===== src/rtl/relu_maxpool2d_stream.sv =====
// Streaming ReLU + 2x2/stride-2 max pool over a raster-order float32 feature map.
// Define RELU_MAXPOOL_RELU_EN to clamp negatives before pooling; otherwise raw floats are pooled.
module relu_maxpool2d_stream #(
  parameter int DATA_WIDTH = 32,
  parameter int WIDTH      = 56,
  parameter int HEIGHT     = 56
) (
  input  logic                  clk,
  input  logic                  rst,
  input  logic [DATA_WIDTH-1:0] data_in,
  input  logic                  valid_in,
  output logic [DATA_WIDTH-1:0] data_out,
  output logic                  valid_out,
  output logic                  frame_done
);

  localparam int HALF_W = WIDTH / 2;
  localparam int CW     = (WIDTH > 2) ? $clog2(WIDTH) : 1;
  localparam int RW     = (HEIGHT > 2) ? $clog2(HEIGHT) : 1;
  localparam int AW     = (HALF_W > 1) ? $clog2(HALF_W) : 1;

  generate
    if (DATA_WIDTH != 32) begin : g_bad_data_width
      $error("relu_maxpool2d_stream supports only DATA_WIDTH = 32");
    end
    if ((WIDTH % 2) != 0 || WIDTH < 2) begin : g_bad_width
      $error("relu_maxpool2d_stream requires an even WIDTH");
    end
    if ((HEIGHT % 2) != 0 || HEIGHT < 2) begin : g_bad_height
      $error("relu_maxpool2d_stream requires an even HEIGHT");
    end
  endgenerate

  // Returns b only when it is strictly larger, so ties keep the first-seen operand a.
  function automatic logic [DATA_WIDTH-1:0] fmax(input logic [DATA_WIDTH-1:0] a,
                                                 input logic [DATA_WIDTH-1:0] b);
`ifdef RELU_MAXPOOL_RELU_EN
    return (b[DATA_WIDTH-2:0] > a[DATA_WIDTH-2:0]) ? b : a;
`else
    logic b_wins;
    if (a[DATA_WIDTH-2:0] == '0 && b[DATA_WIDTH-2:0] == '0)
      b_wins = 1'b0;
    else if (a[DATA_WIDTH-1] != b[DATA_WIDTH-1])
      b_wins = a[DATA_WIDTH-1];
    else if (a[DATA_WIDTH-1])
      b_wins = (b[DATA_WIDTH-2:0] < a[DATA_WIDTH-2:0]);
    else
      b_wins = (b[DATA_WIDTH-2:0] > a[DATA_WIDTH-2:0]);
    return b_wins ? b : a;
`endif
  endfunction

  logic [CW-1:0]         col;
  logic [RW-1:0]         row;
  logic [DATA_WIDTH-1:0] hold;
  logic [DATA_WIDTH-1:0] line_buf [HALF_W];
  logic [DATA_WIDTH-1:0] x_act;
  logic [DATA_WIDTH-1:0] buf_rd;
  logic [DATA_WIDTH-1:0] pool_h;
  logic [DATA_WIDTH-1:0] pool_v;
  logic [AW-1:0]         buf_idx;
  logic                  col_last;
  logic                  row_last;

`ifdef RELU_MAXPOOL_RELU_EN
  assign x_act = data_in[DATA_WIDTH-1] ? '0 : data_in;
`else
  assign x_act = data_in;
`endif

  assign col_last = (col == CW'(WIDTH - 1));
  assign row_last = (row == RW'(HEIGHT - 1));
  assign buf_idx  = AW'(col >> 1);
  assign buf_rd   = line_buf[buf_idx];
  assign pool_h   = fmax(hold, x_act);
  assign pool_v   = fmax(buf_rd, x_act);

  always_ff @(posedge clk or negedge rst) begin
    if (!rst) begin
      col        <= '0;
      row        <= '0;
      hold       <= '0;
      data_out   <= '0;
      valid_out  <= 1'b0;
      frame_done <= 1'b0;
    end else begin
      valid_out  <= 1'b0;
      frame_done <= 1'b0;
      if (valid_in) begin
        if (col_last) begin
          col <= '0;
          row <= row_last ? '0 : row + 1'b1;
        end else begin
          col <= col + 1'b1;
        end
        // Odd rows fold the stored row-pair maximum into hold, then emit on the odd column.
        if (!row[0]) begin
          if (!col[0])
            hold <= x_act;
        end else if (!col[0]) begin
          hold <= pool_v;
        end else begin
          data_out   <= pool_h;
          valid_out  <= 1'b1;
          frame_done <= row_last && col_last;
        end
      end
    end
  end

  // Line buffer holds the even-row horizontal maxima; contents need no reset.
  always_ff @(posedge clk) begin
    if (valid_in && !row[0] && col[0])
      line_buf[buf_idx] <= pool_h;
  end

endmodule


===== config.mk =====
export PLATFORM = sky130hd
export DESIGN_NAME = relu_maxpool2d_stream
export DESIGN_NICKNAME = d
export VERILOG_FILES = /design/src/rtl/relu_maxpool2d_stream.sv
export SDC_FILE = /design/constraint.sdc
export NUM_CORES = 1
export LEC_CHECK = 0
export CORE_ASPECT_RATIO = 0.75
export CORE_UTILIZATION = 62
export DETAILED_ROUTE_END_ITERATION = 16
export PLACE_DENSITY = 0.79
export SLEW_MARGIN = 5
export SYNTH_ARGS = -nofsm -noshare
export SYNTH_HDL_FRONTEND = slang
export SYNTH_SLANG_ARGS = --single-unit

===== constraint.sdc =====
create_clock -name clk -period 6 [get_ports clk]
set_input_delay 0.9 -clock clk [delete_from_list [all_inputs] [get_ports clk]]
set_output_delay 0.9 -clock clk [all_outputs]
set_load 0.02 [all_outputs]

# After elaboration in Yosys (flattened, before gate mapping)

Memories as Yosys holds them, arrays and structs flattened.
Cells that the tools add are included.

Register bits: 78
Memory bits (writable): 896
Input bits: 35
Output and inout bits: 34
Memories kept: 1

Memories:

| memory   | words | bits a word | rd ports | clocked after memory_dff | write ports | RTL line | text |
|---|---|---|---|---|---|---|---|
| line_buf | 28    | 32          | 1        | 0                        | 1           | 56       | `logic [DATA_WIDTH-1:0] line_buf [HALF_W];` |

Add/sub/neg operators: 2
Order comparisons: 4
Equal/unequal tests: 4
Mux-type cells: 21
Bitwise gates (word level): 1
Reduce and logical (&&, ||, !) cells: 12

Operators with widths:

| cell                  | count |
|---|---|
| $mux W32              | 5 |
| $logic_not A31 Y1     | 3 |
| $gt A31 B31 Y1        | 2 |
| $lt A31 B31 Y1        | 2 |
| $mux W1               | 14 |
| $add A6 B1 Y6 const B | 2 |
| $eq A6 B6 Y1 const B  | 2 |
| $mux W6               | 2 |
| $logic_and A1 B1 Y1   | 5 |
| $reduce_and A2 Y1     | 2 |
| $reduce_and A3 Y1     | 1 |
| $ne A1 B1 Y1          | 2 |
| $logic_not A1 Y1      | 1 |
| $not A1 Y1            | 1 |

# Longest topological paths before layout

An unclocked memory read counts as a cell.

Depth after elaboration: 8
Depth in mapped cells: 22
Gate-level depth less buffers: 16

# Least setup slack after synthesis

No wires, ideal clock.

Kind: reg2reg
From: register col[2]
To: register hold[20]
Setup time: 0.088 ns
Data arrival time: 4.191 ns
Required time: 5.912 ns
Setup slack: 1.721 ns
Stages on the path, launching flop included: 20
Buffers on the path: 5
Clock period less this slack: 4.279 ns
Cell sequence: dfrtp_1 buf_6 buf_2 buf_2 buf_2 mux4_2 a221oi_1 o221ai_1 inv_1 ha_1 a21o_1 a21o_1 a21oi_1 a211oi_1 o21a_1 a2bb2oi_1 o22ai_1 clkbuf_1 o21ai_1 a22oi_1

Word-level cells in the longest chain between the ends: 8
Elaborated cells between the ends (all ways): 12
Classes of those cells: order compare: 2; eq/ne: 1; mux: 6; reduce/logical: 2; memory: 1

Ends and longest elaborated chain:

| item                                                    | RTL line | text |
|---|---|---|
| from (decl)                                             | 53       | `logic [CW-1:0] col;` |
| from (signal assigned)                                  | 94       | `col <= col + 1'b1;` |
| $mem_v2 Z28 W32 *                                       | --       |  |
| $gt A31 B31 Y1 / $lt A31 B31 Y1 (equally long branches) | 48, 46   |  |
| $mux W1                                                 | 45       | `else if (a[DATA_WIDTH-1])` |
| $mux W1                                                 | 43       | `else if (a[DATA_WIDTH-1] != b[DATA_WIDTH-1])` |
| $mux W1                                                 | 41       | `if (a[DATA_WIDTH-2:0] == '0 && b[DATA_WIDTH-2:0] == '0)` |
| $mux W32 *                                              | 49       | `return b_wins ? b : a;` |
| $mux W32 *                                              | 100      | `end else if (!col[0]) begin` |
| $mux W32 *                                              | 97       | `if (!row[0]) begin` |
| to (signal assigned)                                    | 99       | `hold <= x_act;` |
| to (signal assigned)                                    | 101      | `hold <= pool_v;` |
| to (decl)                                               | 55       | `logic [DATA_WIDTH-1:0] hold;` |

Mark *: on every way between the ends. The rest lies on a longest branch, timed or not. The select of a mux whose other input is x is not followed.
A chain may end at the register's enable or synchronous reset.

# Worst setup path after layout

From: register col[1]
To: register hold[8]

Same word-level chain as after synthesis.

==> metrics <==
Post-Route Setup TNS=0 ns; most frequent cell after synthesis=edfxtp_1; Seq cells post-synth=974; critical path's largest stage delay=0.90 ns; final worst-path cycle share=90.4%; Post-CTS Setup Repair Bufs=0; Max Fclk=184 MHz; RD Place Congestion=0.958; asr flop ratio synth=8.01%; Critical Path Sink Type=register; crit-path cells=buf_4 -> buf_4 -> mux4_2 -> a22oi_1 -> o211ai_1 -> inv_1 -> ha_1 -> a21o_1 -> a21o_1 -> a21oi_1 -> o21a_1 -> o211ai_1 -> a2bb2oi_1 -> o22ai_2 -> buf_4 -> mux2i_1 -> o21ai_0; number of enable flip-flop cells after synthesis=896; Mapped Nets=2362; Worst slew margin=20.0%; Hold Path Class=in2async; layout net count=2501; Commonest cells post-synth=896 x edfxtp_1, 148 x mux2i_1, 139 x mux4_2; Final Slew Violations=0; overflow left after global routing=0; core area=0.0639 sq mm; Fillers=3839; combinational share of power=34.1%; Main synth FF type=edfxtp_1; Critical Path RT=6.48 ns; CTS max path bufs=3; clk sinks=974; CP Class=reg2reg; syn_area_per_cell=17.8 sq um; Clock Latency Late Sink=0.66 ns; CTS tree=built; power per cell area=481 mW/mm^2; Max VDD drop=0.000400 V; Root Buffer=clkbuf_16; Final min period=5.43 ns; post-CTS sizing=0; status=complete, no violations; Max FO, Critical Path=40; Buffers & Inverters on Critical Path=4; Worst EP arrival=5.91 ns; crit start category=register; drt drc=0; sw frac=35.1%; largest family of logic cells by synthesized area=multiplexers; number of CTS-inserted buffers=88; Psw=7.69 mW; Sequential Power Share=40.4%; routed vias=23922; Top cell by count, worst path=buf_4; Seq/Total Area, Yosys=71.7%; vias in the first global route=23879; All-Layer GR Usage=35.8%; Worst path top cell family by delay=compound AO/OA/AOI/OAI gates; Power Internal=14.2 mW; Simple-Gate Fraction of Synth Area=3.66%; Final Hold Vio Count=0; Synth warnings=0; Worst-path clk slew=0.06 ns; compound-gate portion of the synthesized area=7.32%; pin count of the biggest net entering global routing=72; Adder-Cell Fraction of Synth Area=1.99%; clock skew=0.0242 ns; fin util=71.2%; WL per Instance=34.7 microns; Leak Pwr=15.5 nW; global-route wire length before repair=166000 microns; layout cells sized above 1=19.5%; synthesized cell area=0.0403 sq mm; Site Rows=80; initial antenna violation count=0; number of hold buffers added after cts=0; Final ANT Viol Nets=0; Area Overhead vs Synth=12.9%; Synth Instances=2263; slowest CP cell=dfrtp_4; main area contributors after synthesis=edfxtp_1 67%, mux4_2 7.8%, dfrtp_1 4.8%; initial DRC count=3872; drt via density=7.17; Slew @ Worst Pin=1.20 ns; Clk pwr share=25.5%; RSZ-0062 raised after global routing=false; Initial Util=63.0%; hpwl dp=69500 microns; I/O Buffers=68; I/O pins=69; die height=223 microns; Unique masters post-synth=67; DR pass1 iterations=8; # setup viols final=0; CTS H-tree lvls=3; mux contribution to synthesized area=13.0%; die footprint=0.0660 sq mm; post-synth top area share=66.8%; Die Width=296 microns; Yosys top cell by area=edfxtp_1; Synth Area in XOR/XNOR=0.0870%; Max Cap Violations=0; total wire length=116000 microns
registers in the layout, summed over array words and instances, names as in the netlist:
| name | count |
|---|---|
| col | 6 |
| data_out | 32 |
| frame_done | 1 |
| hold | 32 |
| line_buf | 896 |
| row | 6 |
| valid_out | 1 |
final timing paths:
| check | slack (ns) | start | end | cells after the start |
|---|---|---|---|---|
| min in group clk | 0.48 | data_out[31] | data_out[31] | 2 |
| worst max register to register | 0.57 | col[1] | hold[8] | 17 |
| worst min-delay path | 0.05 | rst | row[0] | 1 |
| worst min register to register | 0.48 | data_out[31] | data_out[31] | 2 |
| worst max-delay path | 0.57 | col[1] | hold[8] | 17 |
| max in group asynchronous | 4.62 | rst | col[1] | 2 |
kinds of logic after synthesis:
family | after synthesis
mux | 317
compound gates | 412
fa+ha+maj | 64
simple gates | 297
buf+inv | 195
flops | 974
xor+xnor | 4
power by group through the flow:
| stage | logic, mW | registers [mW] | clock network [mW] |
|---|---|---|---|
| after global placement | 6.98 | 8.93 | 0 |
| after detailed placement | 7.15 | 8.95 | 0 |
| after CTS | 7.26 | 8.82 | 5.59 |
| final | 7.47 | 8.83 | 5.58 |
| after global routing | 7.73 | 8.86 | 5.81 |
| after floorplan | 4.60 | 8.71 | 0 |
stage by stage:
stage               setup slack [ns]  hold slack (ns)  cell area [sq um]  cells  total power, mW
floorplan                       1.72            0.445              40300   2263             13.3
global placement               0.708            0.461              42600   3173             15.9
detailed placement             0.709            0.466              42600   3173             16.1
CTS                            0.665           0.0333              45400   3335             21.7
global route                   0.271           0.0435              45400   3335             22.4
finish                         0.575           0.0509              45500   3336             21.9
final cells by class:
cell class	instances	area (sq um)	area share (%)
inverters	64	240	0.529
flip-flops and latches	974	28900	63.5
repair buffers	180	1720	3.78
clock inverters	51	507	1.11
multi-input cells	1094	10700	23.6
diodes	1	2.50	0.00551
well taps	861	1080	2.37
clock buffers	111	2330	5.12
per-layer routing:
layer,global-route usage [%],part of all wire (%)
met3,9.64,14
met1,50.9,36
met2,52.4,45
met4,15.9,4.9
met5,0,0
placed cells by master (no fill, tap or decap), types with 37 or more instances in the layout:
| master | netlist | routed |
|---|---|---|
| a21oi_1 | 48 | 47 |
| a22oi_1 | 40 | 40 |
| buf_4 | 2 | 97 |
| clkbuf_16 | 0 | 88 |
| clkdlybuf4s50_1 | 0 | 67 |
| dfrtp_1 | 78 | 74 |
| edfxtp_1 | 896 | 896 |
| ha_1 | 64 | 64 |
| inv_1 | 63 | 63 |
| mux2i_1 | 148 | 148 |
| mux4_2 | 139 | 139 |
| nand2_1 | 113 | 112 |
| o22ai_1 | 54 | 53 |
| o31ai_1 | 37 | 37 |
Power figures use the tool's default switching activity.
